`src/rtl/fc1_ifm_streamer.sv`:
```
// Transmit side of the FC1 input-feature-map link: copies one flattened IFM from the
// upstream output memory into FC1's IFM buffer, then runs the start/end handshake.
module fc1_ifm_streamer #(
  parameter int DATA_WIDTH = 32,
  parameter int IFM_DEPTH  = 120,
  parameter int ADDR_W     = $clog2(IFM_DEPTH)
) (
  input  logic                  clk,
  input  logic                  reset,
  input  logic                  start_from_previous,
  output logic                  end_to_previous,
  output logic                  src_enable_read,
  output logic [ADDR_W-1:0]     src_address,
  input  logic [DATA_WIDTH-1:0] src_data,
  output logic [DATA_WIDTH-1:0] data_out_to_next,
  output logic [ADDR_W-1:0]     ifm_address_next,
  output logic                  ifm_enable_write_next,
  output logic                  start_to_next,
  input  logic                  end_from_next,
  output logic                  busy
);

  typedef enum logic [2:0] {
    IDLE,
    STREAM,
    FLUSH,
    START,
    WAIT_END
  } state_t;

  localparam logic [ADDR_W-1:0] LAST_ADDR = ADDR_W'(IFM_DEPTH - 1);

  state_t                  state;
  logic [ADDR_W-1:0]       rd_cnt;
  logic                    vld_p0;
  logic                    start_pulse;
  logic                    vld_p1;
  logic [ADDR_W-1:0]       addr_p1;
  logic [DATA_WIDTH-1:0]   data_hold_p1;

  // Stage p0: read sequencing and handshake control
  always_ff @(posedge clk or negedge reset) begin
    if (!reset) begin
      state       <= IDLE;
      rd_cnt      <= '0;
      vld_p0      <= 1'b0;
      start_pulse <= 1'b0;
    end else begin
      vld_p0      <= 1'b0;
      start_pulse <= 1'b0;
      case (state)
        IDLE: begin
          if (start_from_previous) begin
            state  <= STREAM;
            rd_cnt <= '0;
            vld_p0 <= 1'b1;
          end
        end
        STREAM: begin
          if (rd_cnt == LAST_ADDR) begin
            state <= FLUSH;
          end else begin
            rd_cnt <= rd_cnt + 1'b1;
            vld_p0 <= 1'b1;
          end
        end
        FLUSH: begin
          state       <= START;
          start_pulse <= 1'b1;
        end
        START: begin
          state <= WAIT_END;
        end
        WAIT_END: begin
          if (end_from_next) begin
            state <= IDLE;
          end
        end
        default: begin
          state <= IDLE;
        end
      endcase
    end
  end

  // Stage p1: write strobe/address follow the read by one cycle; data arrives from the memory then
  always_ff @(posedge clk or negedge reset) begin
    if (!reset) begin
      vld_p1       <= 1'b0;
      addr_p1      <= '0;
      data_hold_p1 <= '0;
    end else begin
      vld_p1       <= vld_p0;
      data_hold_p1 <= data_out_to_next;
      if (vld_p0) begin
        addr_p1 <= rd_cnt;
      end
    end
  end

  assign src_enable_read       = vld_p0;
  assign src_address           = rd_cnt;
  assign ifm_enable_write_next = vld_p1;
  assign ifm_address_next      = addr_p1;
  assign data_out_to_next      = vld_p1 ? src_data : data_hold_p1;
  assign start_to_next         = start_pulse;
  // An end already present on the first WAIT_END cycle is answered in that same cycle.
  assign end_to_previous       = (state == WAIT_END) && end_from_next;
  assign busy                  = (state != IDLE);

  a_cnt_range : assert property (@(posedge clk) disable iff (!reset) rd_cnt <= LAST_ADDR);
  a_no_write_at_start : assert property (@(posedge clk) disable iff (!reset)
    start_to_next |-> !ifm_enable_write_next);

endmodule

```
`config.mk`:
```
export PLATFORM = sky130hd
export DESIGN_NAME = fc1_ifm_streamer
export DESIGN_NICKNAME = d
export VERILOG_FILES = /design/src/rtl/fc1_ifm_streamer.sv
export SDC_FILE = /design/constraint.sdc
export NUM_CORES = 1
export LEC_CHECK = 0
export BUFFER_PORTS_ARGS = -buffer_cell sky130_fd_sc_hd__buf_2
export CORE_MARGIN = 2
export CORE_UTILIZATION = 47
export DETAILED_ROUTE_END_ITERATION = 8
export PLACE_DENSITY = 0.85
export SLEW_MARGIN = 5
export SYNTH_ARGS = -nofsm -noshare
export SYNTH_HDL_FRONTEND = slang
export SYNTH_SLANG_ARGS = --single-unit
```
`constraint.sdc`:
```
create_clock -name clk -period 1.9 [get_ports clk]
set_input_delay 0.285 -clock clk [delete_from_list [all_inputs] [get_ports clk]]
set_output_delay 0.285 -clock clk [all_outputs]
set_load 0.1 [all_outputs]
```
==> results of run 1 <==
==> what timing repair did <==
action / 4_1_cts / 5_1_grt
endpoints found under the hold margin: 20 / 0
setup buffers: 4 / 0
resized for setup: 31 / 2
endpoints found under the setup margin: 32 / 2
hold buffers: 1 / 0
==> flip-flops by register name (all words and copies together), names as in the netlist <==
| register | count |
|---|---|
| data_hold_p1 | 32 |
| ifm_address_next | 7 |
| ifm_enable_write_next | 1 |
| src_address | 7 |
| src_enable_read | 1 |
| start_to_next | 1 |
| state | 3 |
==> worst max-delay path by stage <==
stage	depth (start not counted)	start	slack [ns]	to
after CTS	3	ifm_enable_write_next$_DFF_PN0_	0.0007	data_out_to_next[4]
after detailed placement	2	ifm_enable_write_next$_DFF_PN0_	0.23	data_out_to_next[23]
after floorplan	3	ifm_enable_write_next$_DFF_PN0_	0.01	data_out_to_next[10]
after global routing	3	ifm_enable_write_next$_DFF_PN0_	0.01	data_out_to_next[2]
final	3	ifm_enable_write_next$_DFF_PN0_	0.07	data_out_to_next[17]
after global placement	2	ifm_enable_write_next$_DFF_PN0_	0.25	data_out_to_next[9]
==> cells by family after synthesis <==
group | after synthesis | share of synthesized area
AO/OA/AOI/OAI | 23 | 0.0706
adder cells (fa/ha/maj) | 1 | 0.00584
buffers and inverters | 11 | 0.0257
flip-flops | 52 | 0.607
multiplexers | 40 | 0.210
AND/OR/NAND/NOR | 30 | 0.0812
==> routing by layer <==
layer	up-vias	wire, um	track usage
met1	777	1860	0.223
li1	752	-	-
met2	62	2310	0.314
met3	8	261	0.0394
met5	-	0	0
met4	0	68	0.0608
==> per-stage QoR <==
| stage | worst slack (ns) | utilization | hold slack, ns | cell area (um^2) | total power, uW |
|---|---|---|---|---|---|
| floorplan | 0.0132 | - | -0.0106 | 2150 | 3140 |
| global placement | 0.253 | 0.598 | 0.266 | 2620 | 3450 |
| detailed placement | 0.233 | 0.598 | 0.277 | 2620 | 3480 |
| CTS | 0.000677 | 0.651 | 0.170 | 2850 | 4260 |
| global route | 0.0138 | 0.652 | 0.188 | 2860 | 4400 |
| finish | 0.0741 | 0.652 | 0.180 | 2860 | 4220 |
==> worst reg2reg max path: stages, from the launching register on <==
cell                       delay, ns
sky130_fd_sc_hd__dfrtp_1        0.49
sky130_fd_sc_hd__or2_4          0.32
sky130_fd_sc_hd__or3_1          0.31
sky130_fd_sc_hd__o311ai_1       0.23
==> power by group <==
group / switching (uW) / internal, uW / leakage (uW)
Combinational: 1640 / 402 / 0.000719
Sequential: 167 / 1290 / 0.000618
Clock: 333 / 391 / 0.0000552
==> synthesized netlist by cell type <==
cell,n,area [um^2]
sky130_fd_sc_hd__dfrtp_1,52,1300
sky130_fd_sc_hd__mux2_2,38,428
sky130_fd_sc_hd__nand2_1,7,26.3
sky130_fd_sc_hd__o21ai_1,6,30.0
sky130_fd_sc_hd__buf_2,5,25.0
sky130_fd_sc_hd__clkbuf_1,4,15.0
sky130_fd_sc_hd__and3_1,3,18.8
sky130_fd_sc_hd__nand3b_1,3,22.5
sky130_fd_sc_hd__nand4_1,3,18.8
sky130_fd_sc_hd__o211ai_1,3,22.5
sky130_fd_sc_hd__o21ai_0,3,15.0
sky130_fd_sc_hd__a21oi_1,2,10.0
sky130_fd_sc_hd__a31oi_1,2,12.5
sky130_fd_sc_hd__nand3_1,2,10.0
sky130_fd_sc_hd__nor2_1,2,7.51
sky130_fd_sc_hd__nor3_1,2,10.0
sky130_fd_sc_hd__o311ai_1,2,17.5
sky130_fd_sc_hd__a21boi_0,1,7.51
sky130_fd_sc_hd__a21o_1,1,7.51
sky130_fd_sc_hd__a221o_1,1,10.0
sky130_fd_sc_hd__and2_1,1,6.26
sky130_fd_sc_hd__and4b_1,1,10.0
sky130_fd_sc_hd__buf_6,1,11.3
sky130_fd_sc_hd__ha_1,1,12.5
sky130_fd_sc_hd__inv_1,1,3.75
sky130_fd_sc_hd__mux2_1,1,11.3
sky130_fd_sc_hd__mux2i_1,1,10.0
sky130_fd_sc_hd__nand4b_1,1,8.76
sky130_fd_sc_hd__nor2_2,1,6.26
sky130_fd_sc_hd__nor2b_1,1,6.26
sky130_fd_sc_hd__nor3b_1,1,7.51
sky130_fd_sc_hd__o211a_1,1,10.0
sky130_fd_sc_hd__o2bb2ai_1,1,8.76
sky130_fd_sc_hd__or2_4,1,8.76
sky130_fd_sc_hd__or3_1,1,6.26
==> layout make-up <==
class                   instances  area [um^2]
well taps                      52         65.1
fillers                       338         1530
flip-flops and latches         52         1310
clock inverters                 2         35.0
repair buffers                 95          587
clock buffers                   6         72.6
multi-input cells              94          787
inverters                       1         3.75
==> impl_results.html, run 1 <==
<table>
<tr><th>Metric</th><th>Value</th></tr>
<tr><th colspan="2">Run status</th></tr>
<tr><td>Result of the run</td><td>finished, final reports clean</td></tr>
<tr><th colspan="2">Pwr</th></tr>
<tr><td>Leakage power</td><td>around 0.0014 uW</td></tr>
<tr><td>Power density of the placed cells</td><td>between 1000 and 1500 nW/um^2</td></tr>
<tr><td>Worst VDD drop</td><td>~1.3 mV</td></tr>
<tr><th colspan="2">STA</th></tr>
<tr><td>Fraction of the cycle the final worst path needs</td><td>0.961</td></tr>
<tr><td>RSZ-0062 raised after global routing</td><td>false</td></tr>
<tr><td>Total negative slack</td><td>0 ns</td></tr>
<tr><td>Rel. slew slack</td><td>0.664</td></tr>
<tr><td># setup viols final</td><td>0</td></tr>
<tr><td>Clk_skew</td><td>between 0.007 and 0.008 ns</td></tr>
<tr><td>Min cycle time layout</td><td>between 1.5 and 2 ns</td></tr>
<tr><td>Number of pins exceeding their max-slew limit in the final report</td><td>0</td></tr>
<tr><td>Max frequency</td><td>around 0.55 GHz</td></tr>
<tr><td>Measured slew at the worst slew-check pin</td><td>0.507 ns</td></tr>
<tr><td>Total count of hold-check failures in the final report</td><td>0</td></tr>
<tr><th colspan="2">Drt</th></tr>
<tr><td>DRC Markers</td><td>0</td></tr>
<tr><td>Violation count after the first detailed-routing iteration</td><td>62</td></tr>
<tr><td>Final routed wirelength across all metal layers</td><td>between 4000 and 5000 um</td></tr>
<tr><td>Count of vias placed by the detailed router</td><td>between 1500 and 2000</td></tr>
<tr><td>Routed wire length per instance</td><td>approximately 15 um</td></tr>
<tr><td>Detailed-router iteration count before antenna repair</td><td>4</td></tr>
<tr><td>Detailed-route vias per instance</td><td>between 5 and 6</td></tr>
<tr><td>Number of routed nets with antenna violations</td><td>0</td></tr>
<tr><th colspan="2">Setup path</th></tr>
<tr><td>Buffers plus inverters on the worst setup path</td><td>2</td></tr>
<tr><td>Count of cells along the worst register-to-register path</td><td>3</td></tr>
<tr><td>Worst endpoint required time</td><td>1.62 ns</td></tr>
<tr><td>Startpoint type of the worst setup path</td><td>register</td></tr>
<tr><td>FF-to-FF setup slack</td><td>0.46 ns</td></tr>
<tr><td>Cell type group with the largest total delay on the critical path</td><td>flip-flops</td></tr>
<tr><td>Endpoint arrival time on the critical path</td><td>approximately 1.5 ns</td></tr>
<tr><td>Biggest cell delay along the critical path</td><td>between 0.4 and 0.5 ns</td></tr>
<tr><td>Critical path peak fanout</td><td>16</td></tr>
<tr><td>Beginning of the worst register-to-register path</td><td>state[2]$_DFFE_PN0P_</td></tr>
<tr><td>Worst reg2reg endpoint</td><td>src_address[6]$_DFFE_PN0P_</td></tr>
<tr><td>Critical Path, Cell by Cell</td><td>buf_6 &gt; mux2_2 &gt; buf_4</td></tr>
<tr><td>Slowest cell on the critical path</td><td>sky130_fd_sc_hd__dfrtp_4</td></tr>
<tr><td>Kind of critical path</td><td>register to output pin</td></tr>
<tr><td>Worst setup EP type</td><td>output pin</td></tr>
<tr><th colspan="2">Min path</th></tr>
<tr><td>Class of the worst hold path</td><td>primary input to register</td></tr>
<tr><td>Hold Path Sink</td><td>state[2]$_DFFE_PN0P_</td></tr>
<tr><td>Hold depth</td><td>2</td></tr>
<tr><td>Hold Startpoint</td><td>end_from_next</td></tr>
<tr><th colspan="2">Die</th></tr>
<tr><td>I/O pin total</td><td>between 80 and 90</td></tr>
<tr><td>Die boundary width</td><td>between 70 and 80 um</td></tr>
<tr><td>Full die area</td><td>5120 um^2</td></tr>
<tr><td>Effective utilization at floorplan</td><td>0.489</td></tr>
<tr><td>Core region area</td><td>approximately 4400 um^2</td></tr>
<tr><td>Die outline height</td><td>71.5 um</td></tr>
<tr><td>Number of standard-cell rows in the floorplan</td><td>24</td></tr>
<tr><th colspan="2">Placed design</th></tr>
<tr><td>Weighted congestion reported at the end of routability-driven placement</td><td>0.865</td></tr>
<tr><td>Count of input and output buffers</td><td>86</td></tr>
<tr><td>Placed cell count</td><td>289</td></tr>
<tr><td>Post-DP HPWL</td><td>around 3100 um</td></tr>
<tr><th colspan="2">Yosys</th></tr>
<tr><td>Number of storage elements in the synthesis netlist</td><td>52</td></tr>
<tr><td>Seq/Total Area, Yosys</td><td>0.607</td></tr>
<tr><td>Avg Inst Size Synth</td><td>13.7 um^2</td></tr>
<tr><td>Post-synthesis cell area</td><td>2140 um^2</td></tr>
<tr><td>Count of distinct cell types in the synthesized netlist</td><td>35</td></tr>
<tr><td>Yosys warning count</td><td>0</td></tr>
<tr><td>Post-synth net total</td><td>194</td></tr>
<tr><td>Post-Syn Instances</td><td>157</td></tr>
<tr><th colspan="2">Run</th></tr>
<tr><td>Max-cap check violation count</td><td>0</td></tr>
<tr><th colspan="2">Clocking</th></tr>
<tr><td>Clock Latency Late Sink</td><td>between 0.2 and 0.3 ns</td></tr>
<tr><td>Num Clock Sinks</td><td>52</td></tr>
<tr><td>Clock tree from TritonCTS</td><td>done</td></tr>
<tr><td>Clk root buf</td><td>sky130_fd_sc_hd__clkbuf_8</td></tr>
<tr><td>Deepest level of the CTS H-tree</td><td>2</td></tr>
<tr><td>Number of buffers between clock root and the deepest sink</td><td>2</td></tr>
<tr><td>Total clock buffers created by CTS</td><td>5</td></tr>
<tr><td>Clock transition at the registers of the reported paths</td><td>about 0.090 ns</td></tr>
<tr><th colspan="2">Layout</th></tr>
<tr><td>Layout cells sized above 1</td><td>0.580</td></tr>
<tr><td>Area growth, synth to finish</td><td>33.3%</td></tr>
<tr><td>Commonest non-fill, non-tap cells in the layout</td><td>sky130_fd_sc_hd__buf_2, sky130_fd_sc_hd__dfrtp_1, sky130_fd_sc_hd__mux2_2</td></tr>
<tr><td>Non-filler cells in the finished layout</td><td>between 300 and 400</td></tr>
<tr><td>Nets@finish</td><td>approximately 290</td></tr>
<tr><td>Antenna diode count</td><td>0</td></tr>
<tr><td>Most frequent standard cell in the layout excluding fill and tap cells</td><td>sky130_fd_sc_hd__buf_2</td></tr>
<tr><th colspan="2">Global route</th></tr>
<tr><td>Maximum number of pins on one net before global-route repair</td><td>23</td></tr>
<tr><td>Global-route wire length before repair</td><td>approximately 7300 um</td></tr>
<tr><td>Total congestion overflow</td><td>0</td></tr>
<tr><td>Combined global-route utilization of all metal layers</td><td>0.180</td></tr>
<tr><td>Antenna violations before repair</td><td>0</td></tr>
<tr><td>Vias in the first global route</td><td>about 1600</td></tr>
</table>
(Power assumes the default switching activity.)
==> run 2, diff against run 1 <==
--- a/config.mk
+++ b/config.mk
@@ -10,6 +10,7 @@
 export CORE_UTILIZATION = 47
 export DETAILED_ROUTE_END_ITERATION = 8
 export PLACE_DENSITY = 0.85
+export REMOVE_ABC_BUFFERS = 1
 export SLEW_MARGIN = 5
 export SYNTH_ARGS = -nofsm -noshare
 export SYNTH_HDL_FRONTEND = slang
==> run 2 against run 1 <==
Sequential power is essentially flat. Sequential cell count is the same. Power grew 4.6%. Worst hold slack lost 0.097 ns. Critical path depth is the same. Global-route usage grew 2.3 points. Worst setup slack gained 0.017 ns. Maximum frequency grew 0.95%. Cell count shrank 2.0%. Routed wire length grew 7.1%. Design area grew 13%. Combinational power grew 9%. Critical path type unchanged. Largest cell class unchanged. Largest power group unchanged.
==> impl_results.html, run 2 (synthesis results as in run 1) <==
<table>
<tr><th>Metric</th><th>Value</th></tr>
<tr><th colspan="2">Layout</th></tr>
<tr><td>Final design utilization</td><td>0.739 (was 0.652)</td></tr>
<tr><td>Largest register FFs</td><td>32 (unchanged)</td></tr>
<tr><td>Layout cells sized above 1</td><td>0.557 (was 0.580)</td></tr>
<tr><td>Nets@finish</td><td>280 (was 286)</td></tr>
<tr><td>Non-filler cells in the finished layout</td><td>296 (was 302)</td></tr>
<tr><td>FILL cells</td><td>264 (was 338)</td></tr>
<tr><td>Antenna diode count</td><td>0 (unchanged)</td></tr>
<tr><td>Commonest non-fill, non-tap cells in the layout</td><td>sky130_fd_sc_hd__dfrtp_1, sky130_fd_sc_hd__buf_2, sky130_fd_sc_hd__mux2_2 (was sky130_fd_sc_hd__buf_2, sky130_fd_sc_hd__dfrtp_1, sky130_fd_sc_hd__mux2_2)</td></tr>
<tr><td>Area growth, synth to finish</td><td>51.2% (was 33.3%)</td></tr>
<tr><td>Register name with the most flops</td><td>data_hold_p1 (unchanged)</td></tr>
<tr><th colspan="2">Clocking</th></tr>
<tr><td>Num Clock Sinks</td><td>52 (unchanged)</td></tr>
<tr><td>Clock tree from TritonCTS</td><td>done (unchanged)</td></tr>
<tr><td>Number of buffers between clock root and the deepest sink</td><td>2 (unchanged)</td></tr>
<tr><td>Deepest level of the CTS H-tree</td><td>2 (unchanged)</td></tr>
<tr><td>Clock Latency Late Sink</td><td>0.30 ns (was 0.29 ns)</td></tr>
<tr><td>Post_cts resized</td><td>0 (was 31)</td></tr>
<tr><td>Total clock buffers created by CTS</td><td>5 (unchanged)</td></tr>
<tr><td>Clk root buf</td><td>sky130_fd_sc_hd__clkbuf_8 (unchanged)</td></tr>
<tr><td>Clock transition at the registers of the reported paths</td><td>0.09 ns (about the same)</td></tr>
<tr><td>Setup bufs post-CTS</td><td>0 (was 4)</td></tr>
<tr><td>Post-CTS Hold Buffers</td><td>0 (was 1)</td></tr>
<tr><th colspan="2">Placed design</th></tr>
<tr><td>Post-DP HPWL</td><td>3680 um (was 3110 um)</td></tr>
<tr><td>Count of input and output buffers</td><td>86 (unchanged)</td></tr>
<tr><td>Weighted congestion reported at the end of routability-driven placement</td><td>0.891 (was 0.865)</td></tr>
<tr><td>Placed cell count</td><td>288 (was 289)</td></tr>
<tr><th colspan="2">Run</th></tr>
<tr><td>Max-cap check violation count</td><td>0 (unchanged)</td></tr>
<tr><th colspan="2">Setup path</th></tr>
<tr><td>FF-to-FF setup slack</td><td>0.45 ns (was 0.46 ns)</td></tr>
<tr><td>Biggest cell delay along the critical path</td><td>0.48 ns (was 0.45 ns)</td></tr>
<tr><td>Count of cells along the worst register-to-register path</td><td>3 (unchanged)</td></tr>
<tr><td>Worst reg2reg endpoint</td><td>src_address[6]$_DFFE_PN0P_ (unchanged)</td></tr>
<tr><td>Critical Path, Cell by Cell</td><td>nor2_1 &gt; and3_1 &gt; buf_2 (was buf_6 &gt; mux2_2 &gt; buf_4)</td></tr>
<tr><td>Endpoint arrival time on the critical path</td><td>1.52 ns (was 1.54 ns)</td></tr>
<tr><td>Beginning of the worst register-to-register path</td><td>state[2]$_DFFE_PN0P_ (unchanged)</td></tr>
<tr><td>Startpoint type of the worst setup path</td><td>register (unchanged)</td></tr>
<tr><td>Worst setup EP type</td><td>output pin (unchanged)</td></tr>
<tr><td>Slowest cell on the critical path</td><td>sky130_fd_sc_hd__dfrtp_1 (was sky130_fd_sc_hd__dfrtp_4)</td></tr>
<tr><td>Kind of critical path</td><td>register to output pin (unchanged)</td></tr>
<tr><td>Worst endpoint required time</td><td>1.62 ns (about the same)</td></tr>
<tr><td>Critical path peak fanout</td><td>9 (was 16)</td></tr>
<tr><th colspan="2">Pwr</th></tr>
<tr><td>Leakage power</td><td>0.00154 uW (was 0.00139 uW)</td></tr>
<tr><td>Power density of the placed cells</td><td>1360 nW/um^2 (was 1480 nW/um^2)</td></tr>
<tr><td>Net Sw Frac</td><td>0.496 (was 0.506)</td></tr>
<tr><td>Sequential group share of total power</td><td>0.332 (was 0.346)</td></tr>
<tr><td>Switching pwr</td><td>2190 uW (was 2140 uW)</td></tr>
<tr><td>Cell internal power dissipation</td><td>2220 uW (was 2090 uW)</td></tr>
<tr><td>Portion of total power attributed to the clock network</td><td>0.166 (was 0.171)</td></tr>
<tr><td>Worst VDD drop</td><td>1.57 mV (was 1.31 mV)</td></tr>
<tr><td>Combinational share of power</td><td>0.502 (was 0.483)</td></tr>
<tr><th colspan="2">Die</th></tr>
<tr><td>Core region area</td><td>4380 um^2 (unchanged)</td></tr>
<tr><td>Die outline height</td><td>71.5 um (unchanged)</td></tr>
<tr><td>Number of standard-cell rows in the floorplan</td><td>24 (unchanged)</td></tr>
<tr><td>Full die area</td><td>5120 um^2 (unchanged)</td></tr>
<tr><td>Die boundary width</td><td>71.5 um (unchanged)</td></tr>
<tr><td>I/O pin total</td><td>87 (unchanged)</td></tr>
<tr><td>Effective utilization at floorplan</td><td>0.489 (unchanged)</td></tr>
<tr><th colspan="2">Drt</th></tr>
<tr><td>Detailed-route vias per instance</td><td>5.39 (was 5.29)</td></tr>
<tr><td>Number of routed nets with antenna violations</td><td>0 (unchanged)</td></tr>
<tr><td>Count of vias placed by the detailed router</td><td>1596 (was 1599)</td></tr>
<tr><td>Routed wire length per instance</td><td>16.3 um (was 14.9 um)</td></tr>
<tr><td>Final routed wirelength across all metal layers</td><td>4810 um (was 4490 um)</td></tr>
<tr><td>Detailed-router iteration count before antenna repair</td><td>4 (unchanged)</td></tr>
<tr><td>DRC Markers</td><td>0 (unchanged)</td></tr>
<tr><td>Violation count after the first detailed-routing iteration</td><td>54 (was 62)</td></tr>
<tr><th colspan="2">STA</th></tr>
<tr><td>RSZ-0062 raised after global routing</td><td>false (unchanged)</td></tr>
<tr><td>Fraction of the cycle the final worst path needs</td><td>0.952 (was 0.961)</td></tr>
<tr><td># setup viols final</td><td>0 (unchanged)</td></tr>
<tr><td>Measured slew at the worst slew-check pin</td><td>0.626 ns (was 0.507 ns)</td></tr>
<tr><td>Total count of hold-check failures in the final report</td><td>0 (unchanged)</td></tr>
<tr><td>Min cycle time layout</td><td>1.81 ns (was 1.83 ns)</td></tr>
<tr><td>Clk_skew</td><td>0.0111 ns (was 0.00775 ns)</td></tr>
<tr><td>Rel. slew slack</td><td>0.583 (was 0.664)</td></tr>
<tr><td>Number of pins exceeding their max-slew limit in the final report</td><td>0 (unchanged)</td></tr>
<tr><td>Max frequency</td><td>0.553 GHz (was 0.548 GHz)</td></tr>
<tr><td>Total negative slack</td><td>0 ns (unchanged)</td></tr>
<tr><th colspan="2">Global route</th></tr>
<tr><td>Antenna violations before repair</td><td>0 (unchanged)</td></tr>
<tr><td>Global-route wire length before repair</td><td>7940 um (was 7290 um)</td></tr>
<tr><td>Combined global-route utilization of all metal layers</td><td>0.203 (was 0.180)</td></tr>
<tr><td>Vias in the first global route</td><td>1603 (was 1581)</td></tr>
<tr><td>Total congestion overflow</td><td>0 (unchanged)</td></tr>
<tr><td>Maximum number of pins on one net before global-route repair</td><td>53 (was 23)</td></tr>
<tr><th colspan="2">Run status</th></tr>
<tr><td>Result of the run</td><td>finished, final reports clean (unchanged)</td></tr>
<tr><th colspan="2">Min path</th></tr>
<tr><td>Class of the worst hold path</td><td>primary input to async pin (was primary input to register)</td></tr>
</table>
-- run 2: cell types whose count changed in the layout (fill, tap and decap cells not counted) --
cell                            before  now
sky130_fd_sc_hd__buf_12              0   35
sky130_fd_sc_hd__buf_2              53   52
sky130_fd_sc_hd__buf_4              38    2
sky130_fd_sc_hd__buf_6               1    0
sky130_fd_sc_hd__clkbuf_4            2    0
sky130_fd_sc_hd__dfrtp_1            49   52
sky130_fd_sc_hd__dfrtp_2             2    0
sky130_fd_sc_hd__dfrtp_4             1    0
sky130_fd_sc_hd__dlygate4sd3_1       1    0
sky130_fd_sc_hd__mux2_1              0    1
sky130_fd_sc_hd__mux2_2             39   38
-- run 2: worst max-delay path by stage --
stage / startpoint / end / cells after the start / slack, ns
final: state[1]$_DFFE_PN0P_ / end_to_previous / 3 / 0.09
after global routing: state[1]$_DFFE_PN0P_ / end_to_previous / 3 / 0.002
after CTS: state[1]$_DFFE_PN0P_ / end_to_previous / 3 / 0.08
after detailed placement: state[1]$_DFFE_PN0P_ / end_to_previous / 3 / 0.42
after global placement: state[1]$_DFFE_PN0P_ / end_to_previous / 3 / 0.46
after floorplan: ifm_enable_write_next$_DFF_PN0_ / data_out_to_next[17] / 1 / -0.82
-- run 2: area by class of cell --
| type | count | area (um^2) | share of cell area |
|---|---|---|---|
| sequential | 52 | 1300 | 0.402 |
| clock buffer | 6 | 72.6 | 0.0224 |
| multi-input combinational | 94 | 787 | 0.243 |
| timing repair buffer | 89 | 976 | 0.301 |
| inverter | 1 | 3.75 | 0.00116 |
| clock inverter | 2 | 35.0 | 0.0108 |
| tap | 52 | 65.1 | 0.0201 |
-- run 2: per-layer routing --
metal  track usage  vias to the layer above  wire length, um
met1         0.267                      771             2000
li1              -                      738                -
met3        0.0478                        5              402
met5             0                        -                0
met2         0.331                       82             2360
met4        0.0755                        0               52
-- run 2: critical path, delay by kind of cell, from the launching register on --
| family | cells | cell delay (ns) |
|---|---|---|
| flops | 1 | 0.48 |
| buf+inv | 1 | 0.42 |
| simple gates | 2 | 0.33 |
-- run 2: power by group through the flow --
stage	combinational, uW	clock [uW]	sequential, uW
floorplan	735	0	2390
global placement	2200	0	1470
detailed placement	2230	0	1490
CTS	2230	747	1470
global route	2300	795	1500
finish	2220	732	1470
-- run 2: metrics by stage --
step	worst slack [ns]	instance area, um^2	total power (uW)	hold slack (ns)
5_1_grt	0.00182	3240	4600	0.148
3_3_place_gp	0.461	3130	3670	0.431
6_report	0.0913	3240	4420	0.0834
3_5_place_dp	0.417	3130	3720	0.433
2_1_floorplan	-0.819	2090	3130	-0.0106
4_1_cts	0.0778	3240	4450	0.101
